**config.mk**
```make
export PLATFORM = sky130hd
export DESIGN_NAME = alu_share_arb
export DESIGN_NICKNAME = d
export VERILOG_FILES = /design/src/rtl/alu_share_arb.sv
export SDC_FILE = /design/constraint.sdc
export NUM_CORES = 1
export LEC_CHECK = 0
export BUFFER_PORTS_ARGS = -buffer_cell sky130_fd_sc_hd__buf_2
export CAP_MARGIN = 10
export CORE_MARGIN = 1
export CORE_UTILIZATION = 50
export CTS_BUF_LIST = sky130_fd_sc_hd__clkbuf_16
export CTS_CLUSTER_SIZE = 24
export DETAILED_ROUTE_END_ITERATION = 10
export HOLD_SLACK_MARGIN = 0.03
export PLACE_DENSITY = 0.86
export REMOVE_ABC_BUFFERS = 1
export SYNTH_ARGS = -nofsm -noshare
export SYNTH_HDL_FRONTEND = slang
export SYNTH_SLANG_ARGS = --single-unit
```
**constraint.sdc**
```tcl
create_clock -name Clk -period 3.8 [get_ports Clk]
set_input_delay 0.19 -clock Clk [delete_from_list [all_inputs] [get_ports Clk]]
set_output_delay 0.19 -clock Clk [all_outputs]
set_load 0.05 [all_outputs]
```
**src/rtl/alu_share_arb.sv**
```systemverilog
// -----------------------------------------------------------------------------
// alu_share_arb
// Shares one combinational ALU between two requesters (core datapath on
// port 0, auxiliary engine on port 1). A round-robin arbiter picks one
// requester per cycle and drives its opcode, operands and immediate onto
// the ALU. The ALU result is then registered into a one-entry response
// buffer that uses a valid/ready handshake. Saturating per-requester issue
// counters record how many operations each requester has issued.
//
// Ports
//   Clk, Reset            clock (rising edge); asynchronous active-high reset
//   reqN_valid/_ready     request handshake for requester N (N = 0, 1)
//   reqN_op/_a/_b/_im     opcode, InputA, InputB and immediate for requester N
//   alu_op/_a/_b/_im      drive to the shared ALU
//   alu_out, alu_branch   combinational result coming back from the ALU
//   rsp_valid/_ready      response buffer handshake
//   rsp_id                index of the requester that owns the buffered result
//   rsp_data, rsp_branch  registered ALU Out / Branch
//   stat_clr              synchronous clear of both issue counters
//   cnt0, cnt1            saturating issue counters
// -----------------------------------------------------------------------------
module alu_share_arb #(
  parameter int DW    = 8,
  parameter int OPW   = 4,
  parameter int IMW   = 3,
  parameter int CNT_W = 16,
  parameter logic [OPW-1:0] IDLE_OP = 4'b0000
) (
  input  logic             Clk,
  input  logic             Reset,
  input  logic             req0_valid,
  output logic             req0_ready,
  input  logic [OPW-1:0]   req0_op,
  input  logic [DW-1:0]    req0_a,
  input  logic [DW-1:0]    req0_b,
  input  logic [IMW-1:0]   req0_im,
  input  logic             req1_valid,
  output logic             req1_ready,
  input  logic [OPW-1:0]   req1_op,
  input  logic [DW-1:0]    req1_a,
  input  logic [DW-1:0]    req1_b,
  input  logic [IMW-1:0]   req1_im,
  output logic [OPW-1:0]   alu_op,
  output logic [DW-1:0]    alu_a,
  output logic [DW-1:0]    alu_b,
  output logic [IMW-1:0]   alu_im,
  input  logic [DW-1:0]    alu_out,
  input  logic             alu_branch,
  output logic             rsp_valid,
  input  logic             rsp_ready,
  output logic             rsp_id,
  output logic [DW-1:0]    rsp_data,
  output logic             rsp_branch,
  input  logic             stat_clr,
  output logic [CNT_W-1:0] cnt0,
  output logic [CNT_W-1:0] cnt1
);

  localparam logic [CNT_W-1:0] CNT_ONE = {{(CNT_W-1){1'b0}}, 1'b1};

  logic             r_rsp_valid;
  logic             r_rsp_id;
  logic [DW-1:0]    r_rsp_data;
  logic             r_rsp_branch;
  logic             r_last;
  logic [CNT_W-1:0] r_cnt0;
  logic [CNT_W-1:0] r_cnt1;

  logic w_can_issue;
  logic w_any_vld;
  logic w_grant;
  logic w_hs;

  // A buffer being drained this cycle can take a new result (zero bubble).
  assign w_can_issue = !r_rsp_valid || rsp_ready;
  assign w_any_vld   = req0_valid || req1_valid;
  assign w_hs        = w_any_vld && w_can_issue;

  // Round-robin select: on contention the requester not served last wins.
  always_comb begin
    w_grant = 1'b0;
    if (req0_valid && req1_valid) begin
      w_grant = ~r_last;
    end else if (req1_valid) begin
      w_grant = 1'b1;
    end else begin
      w_grant = 1'b0;
    end
  end

  assign req0_ready = w_hs && req0_valid && (w_grant == 1'b0);
  assign req1_ready = w_hs && req1_valid && (w_grant == 1'b1);

  // ALU drive: granted requester's fields, idle opcode and zeros otherwise.
  always_comb begin
    alu_op = IDLE_OP;
    alu_a  = {DW{1'b0}};
    alu_b  = {DW{1'b0}};
    alu_im = {IMW{1'b0}};
    if (w_hs) begin
      case (w_grant)
        1'b0: begin
          alu_op = req0_op;
          alu_a  = req0_a;
          alu_b  = req0_b;
          alu_im = req0_im;
        end
        1'b1: begin
          alu_op = req1_op;
          alu_a  = req1_a;
          alu_b  = req1_b;
          alu_im = req1_im;
        end
        default: begin
          alu_op = IDLE_OP;
          alu_a  = {DW{1'b0}};
          alu_b  = {DW{1'b0}};
          alu_im = {IMW{1'b0}};
        end
      endcase
    end else begin
      alu_op = IDLE_OP;
      alu_a  = {DW{1'b0}};
      alu_b  = {DW{1'b0}};
      alu_im = {IMW{1'b0}};
    end
  end

  // Response buffer: capture on handshake, clear valid on a pure drain.
  // Payload is left untouched on drain so the last result stays readable.
  always_ff @(posedge Clk or posedge Reset) begin
    if (Reset) begin
      r_rsp_valid  <= 1'b0;
      r_rsp_id     <= 1'b0;
      r_rsp_data   <= {DW{1'b0}};
      r_rsp_branch <= 1'b0;
    end else if (w_hs) begin
      r_rsp_valid  <= 1'b1;
      r_rsp_id     <= w_grant;
      r_rsp_data   <= alu_out;
      r_rsp_branch <= alu_branch;
    end else if (r_rsp_valid && rsp_ready) begin
      r_rsp_valid  <= 1'b0;
    end
  end

  // Priority pointer: rotates only on an accepted operation. Reset to 1
  // so requester 0 wins the first contention.
  always_ff @(posedge Clk or posedge Reset) begin
    if (Reset) begin
      r_last <= 1'b1;
    end else if (w_hs) begin
      r_last <= w_grant;
    end
  end

  // Issue counters: clear beats increment; hold at all-ones once reached.
  always_ff @(posedge Clk or posedge Reset) begin
    if (Reset) begin
      r_cnt0 <= {CNT_W{1'b0}};
      r_cnt1 <= {CNT_W{1'b0}};
    end else if (stat_clr) begin
      r_cnt0 <= {CNT_W{1'b0}};
      r_cnt1 <= {CNT_W{1'b0}};
    end else begin
      if (req0_ready && !(&r_cnt0)) begin
        r_cnt0 <= r_cnt0 + CNT_ONE;
      end
      if (req1_ready && !(&r_cnt1)) begin
        r_cnt1 <= r_cnt1 + CNT_ONE;
      end
    end
  end

  assign rsp_valid  = r_rsp_valid;
  assign rsp_id     = r_rsp_id;
  assign rsp_data   = r_rsp_data;
  assign rsp_branch = r_rsp_branch;
  assign cnt0       = r_cnt0;
  assign cnt1       = r_cnt1;

endmodule
```
# Word level (Yosys, flattened, before mapping)
# Cells that the tools add are included.
dict set report word_totals {
  reg_bits 44
  in_bits 61
  out_inout_bits 68
  word_cells 46
}
dict set report classes {
  n_addsub 2
  muxes 16
  bitwise_logic 2
  reduce_logical 19
}
# cell n
set ops {}
lappend ops {{16-bit 2-to-1 mux} 4}
lappend ops {{16-bit by 1-bit adder with 16-bit output (second input constant)} 2}
lappend ops {{8-bit one-hot mux with 2 select lines} 2}
lappend ops {{16-bit AND reduction} 2}
lappend ops {{8-bit 2-to-1 mux} 2}
lappend ops {{1-bit logical AND} 9}
lappend ops {{4-bit one-hot mux with 2 select lines} 1}
lappend ops {{3-bit one-hot mux with 2 select lines} 1}
lappend ops {{2-bit nonzero test} 3}
lappend ops {{1-bit 2-to-1 mux} 4}
lappend ops {{4-bit 2-to-1 mux} 1}
lappend ops {{1-bit logical NOT} 3}
lappend ops {{3-bit 2-to-1 mux} 1}
lappend ops {{1-bit logical OR} 2}
lappend ops {{1-bit NOT} 2}

# Depth between registers and ports, before layout
dict set report depth {
  word_depth 8
  depth_mapped 7
  mapped_depth_nobuf 5
}

# Worst setup path after synthesis
# Ideal clock, no wire load.
dict set report synth_path {
  path_type {flip-flop to output port}
  start {register r_rsp_valid (netlist: rsp_valid)}
  end {output alu_a[0]}
  arrival_time_ps 2304
  required_time_ps 3610
  path_slack_ps 1306
  path_stages_with_launch 7
  path_buffers 3
  path_cell_list {dfrtp_1 nand2b_1 clkbuf_1 o21ai_1 clkbuf_1 buf_1 a21oi_1}
}
dict set report synth_via {
  elab_chain_cells 4
}
# item line
set synth_lines {}
lappend synth_lines {{start, declared} 61} ;# logic r_rsp_valid;
lappend synth_lines {{start signal, assigned} 133} ;# r_rsp_valid <= 1'b0;
lappend synth_lines {{start signal, assigned} 138} ;# r_rsp_valid <= 1'b1;
lappend synth_lines {{start signal, assigned} 143} ;# r_rsp_valid <= 1'b0;
lappend synth_lines {{1-bit logical NOT} 75} ;# assign w_can_issue = !r_rsp_valid || rsp_ready;
lappend synth_lines {{1-bit logical OR} 75}
lappend synth_lines {{1-bit logical AND} 77} ;# assign w_hs = w_any_vld && w_can_issue;
lappend synth_lines {{8-bit 2-to-1 mux} 100} ;# if (w_hs) begin
lappend synth_lines {{end, declared} 44} ;# output logic [DW-1:0] alu_a,
# No other way between the ends.

# Final worst setup path
dict set report layout_path {
  start {register r_last}
  end {output req1_ready}
}
dict set report layout_via {
  elab_chain_cells 3
}
# item line
set layout_lines {}
lappend layout_lines {{start, declared} 65} ;# logic r_last;
lappend layout_lines {{start signal, assigned} 153} ;# r_last <= w_grant;
lappend layout_lines {{1-bit NOT} 83} ;# w_grant = ~r_last;
lappend layout_lines {{1-bit 2-to-1 mux} 82} ;# if (req0_valid && req1_valid) begin
lappend layout_lines {{1-bit logical AND} 92} ;# assign req1_ready = w_hs && req1_valid && (w_grant == 1'b1);
lappend layout_lines {{end, declared} 38} ;# output logic req1_ready,
# No other way between the ends.

==> results.json <==
{
  "path_clk_slew_ns": 0.06,
  "cts_max_path_buffers": 2,
  "final_hold_viol_count": 0,
  "yosysTopAreaCellShare_pct": 40.24,
  "die_area_sq_um": 5644,
  "utilization_pct": 68.09,
  "synthArstFlopShare_pct": 100.0,
  "powerDensity_nw_per_um2": 351.8,
  "end_kind": "output pin",
  "initial_core_util_pct": 52.02,
  "pre_cts_ws_ns": 1.611,
  "busiest_layer": "met2",
  "ant_nets": 0,
  "ctsRootBufferMaster": "clkbuf_16",
  "htree_levels": 2,
  "synth.distinct_cells": 41,
  "worstPathMaxFanout": 24,
  "tns_ns": 0,
  "syn_inst": 318,
  "synth-edff-count": 0,
  "netlist.top_cell.by_area": "dfrtp_1",
  "antenna_found_initial": 0,
  "synth_area_leaders": "dfrtp_1, nand2_1, a21oi_1",
  "drive_above_1_share_pct": 36.22,
  "place.gp.congestion": 0.8443,
  "port_buffers": 128,
  "hold_class": "in -> async",
  "crit_arrival_ns": 2.02,
  "setup_violations": 0,
  "overflow": 0,
  "dr.pass1.iters": 4,
  "drc_errors": 0,
  "cts_resized": 0,
  "syn_to_final_growth_pct": 30.88,
  "clkSinkCount": 44,
  "grt_pass1_wl_um": 11270,
  "wl_per_cell_um": 15.15,
  "drt_wl_total_um": 7712,
  "boundaryPins": 129,
  "critPathLaunchType": "register",
  "use_met3_pct": 5.622,
  "yosysWarningCount": 0,
  "num_antenna_cells": 0,
  "max_freq_mhz": 452.0,
  "drv_cap": 0,
  "first_global_vias": 2471,
  "use_met2_pct": 49.25,
  "fp.dieH_um": 75.13,
  "run_status": "finished clean",
  "cts-hold-fix-buffers": 0,
  "synth-main-ff-cell": "dfrtp_1",
  "rows": 26,
  "crit_type": "reg -> out",
  "die_w_um": 75.13,
  "drt-initial-drc-count": 111,
  "cp.required_ns": 3.61,
  "cts_inserted_buffers": 5,
  "p_leak_nw": 1.726,
  "syn-cell-area_sq_um": 2674,
  "skew_ns": 0.003469,
  "p_total_mw": 1.231,
  "relSlewSlack_pct": 53.75,
  "ir_drop_v": 0.0001707,
  "nets": 501,
  "yosysSeqAreaShare_pct": 41.23,
  "postSynthAreaPerCell_sq_um": 8.408,
  "cts_setup_buffers": 0,
  "cts_tree": "built",
  "use_met1_pct": 30.52,
  "fin_crit_ns": 2.213,
  "core_area_sq_um": 5140,
  "hpwl_um": 5493,
  "fin_crit_sh_pct": 58.23,
  "drv_slew": 0,
  "rsz0062_at_grt": "false",
  "grtUsageTotal_pct": 26.40,
  "vias_per_cell": 5.745,
  "setup_slack_ns": 1.587,
  "worstMarginPinSlew_ns": 0.6885,
  "routed-via-count": 2924,
  "clk_latency_ns": 0.28,
  "ys_ff_latch": 44,
  "grt_max_degree": 45
}
## cells by family after synthesis
logic type / after synthesis / synth area share, %
simple gates: 154 / 30.28
compound gates: 75 / 16.75
flops: 44 / 41.23
buf+inv: 27 / 4.118
mux: 16 / 6.692
fa+ha+maj: 2 / 0.9357
## cells in the final DEF (no fill, tap or decap), drive strengths merged, types with 3 or more instances in the layout
master,count
or3,5
a21oi,44
or4,12
nor4,10
and4,6
nand2,59
o21ai,8
nand4,14
buf,133
nor2,9
clkbuf,5
nor2b,7
and2,3
inv,8
mux2,15
dfrtp,43
o31ai,11
nand3,11
nor3,5
and3,7
## critical path: stages (launching register included)
cell      delay (ns)
dfstp_2         0.57
a21boi_2        0.06
buf_4           0.21
nand2_1         0.46
inv_1           0.19
buf_2           0.26
## stage by stage
step / cells / hold WS (ns) / instance area (sq um)
final: 509 / 0.02596 / 3500
after global routing: 509 / 0.1056 / 3500
after CTS: 509 / 0.06368 / 3500
after detailed placement: 501 / 0.3636 / 3363
after global placement: 501 / 0.3547 / 3363
after floorplan: 298 / 0.2531 / 2590
## registers in the layout, indices dropped and copies added (netlist names)
signal,count
cnt0,16
cnt1,16
r_last,1
rsp_branch,1
rsp_data,8
rsp_id,1
rsp_valid,1
## where the power goes
group          switching (mW)  internal, mW  total [mW]
Clock                   0.170         0.237       0.407
Combinational           0.236        0.0860       0.322
Sequential             0.0123         0.489       0.502
## cell usage after synthesis, types with 2 or more instances
cell type and count:
a21oi_1 44, and2_1 3, and3_1 7, and4_1 6, buf_1 2, clkbuf_1 16
dfrtp_1 43, ha_1 2, inv_1 7, mux2_2 15, nand2_1 59, nand2b_1 2
nand3_1 11, nand4_1 14, nor2_1 9, nor2b_1 7, nor3_1 5, nor4_1 10
o21ai_0 7, o31ai_1 11, o41ai_1 2, or2_2 2, or3_1 5, or4_1 12
## final cells by class
class / count / area (sq um)
multi-input cells: 247 / 1469
flip-flops and latches: 44 / 1102
repair buffers: 133 / 678.2
clock inverters: 3 / 11.26
well taps: 70 / 87.58
inverters: 7 / 26.28
fillers: 457 / 1640
clock buffers: 5 / 125.1
## per-layer routing
| metal | routed length (um) | part of all wire, % |
|---|---|---|
| met1 | 3128 | 41 |
| met2 | 4026 | 52 |
| met5 | 0 | 0 |
| met4 | 61 | 0.79 |
| met3 | 495 | 6.4 |
## worst paths after layout
check	cells after the start	start	end	slack (ns)
max	5	r_last	req1_ready	1.59
min	3	Reset	cnt1[9]	0.03
max reg2reg	4	r_last	cnt1[11]	1.60
min reg2reg	2	r_last	r_last	0.50
max in group asynchronous	3	Reset	cnt1[14]	3.39
min in group Clk	2	alu_out[7]	rsp_data[7]	0.14
(Power assumes the default switching activity.)
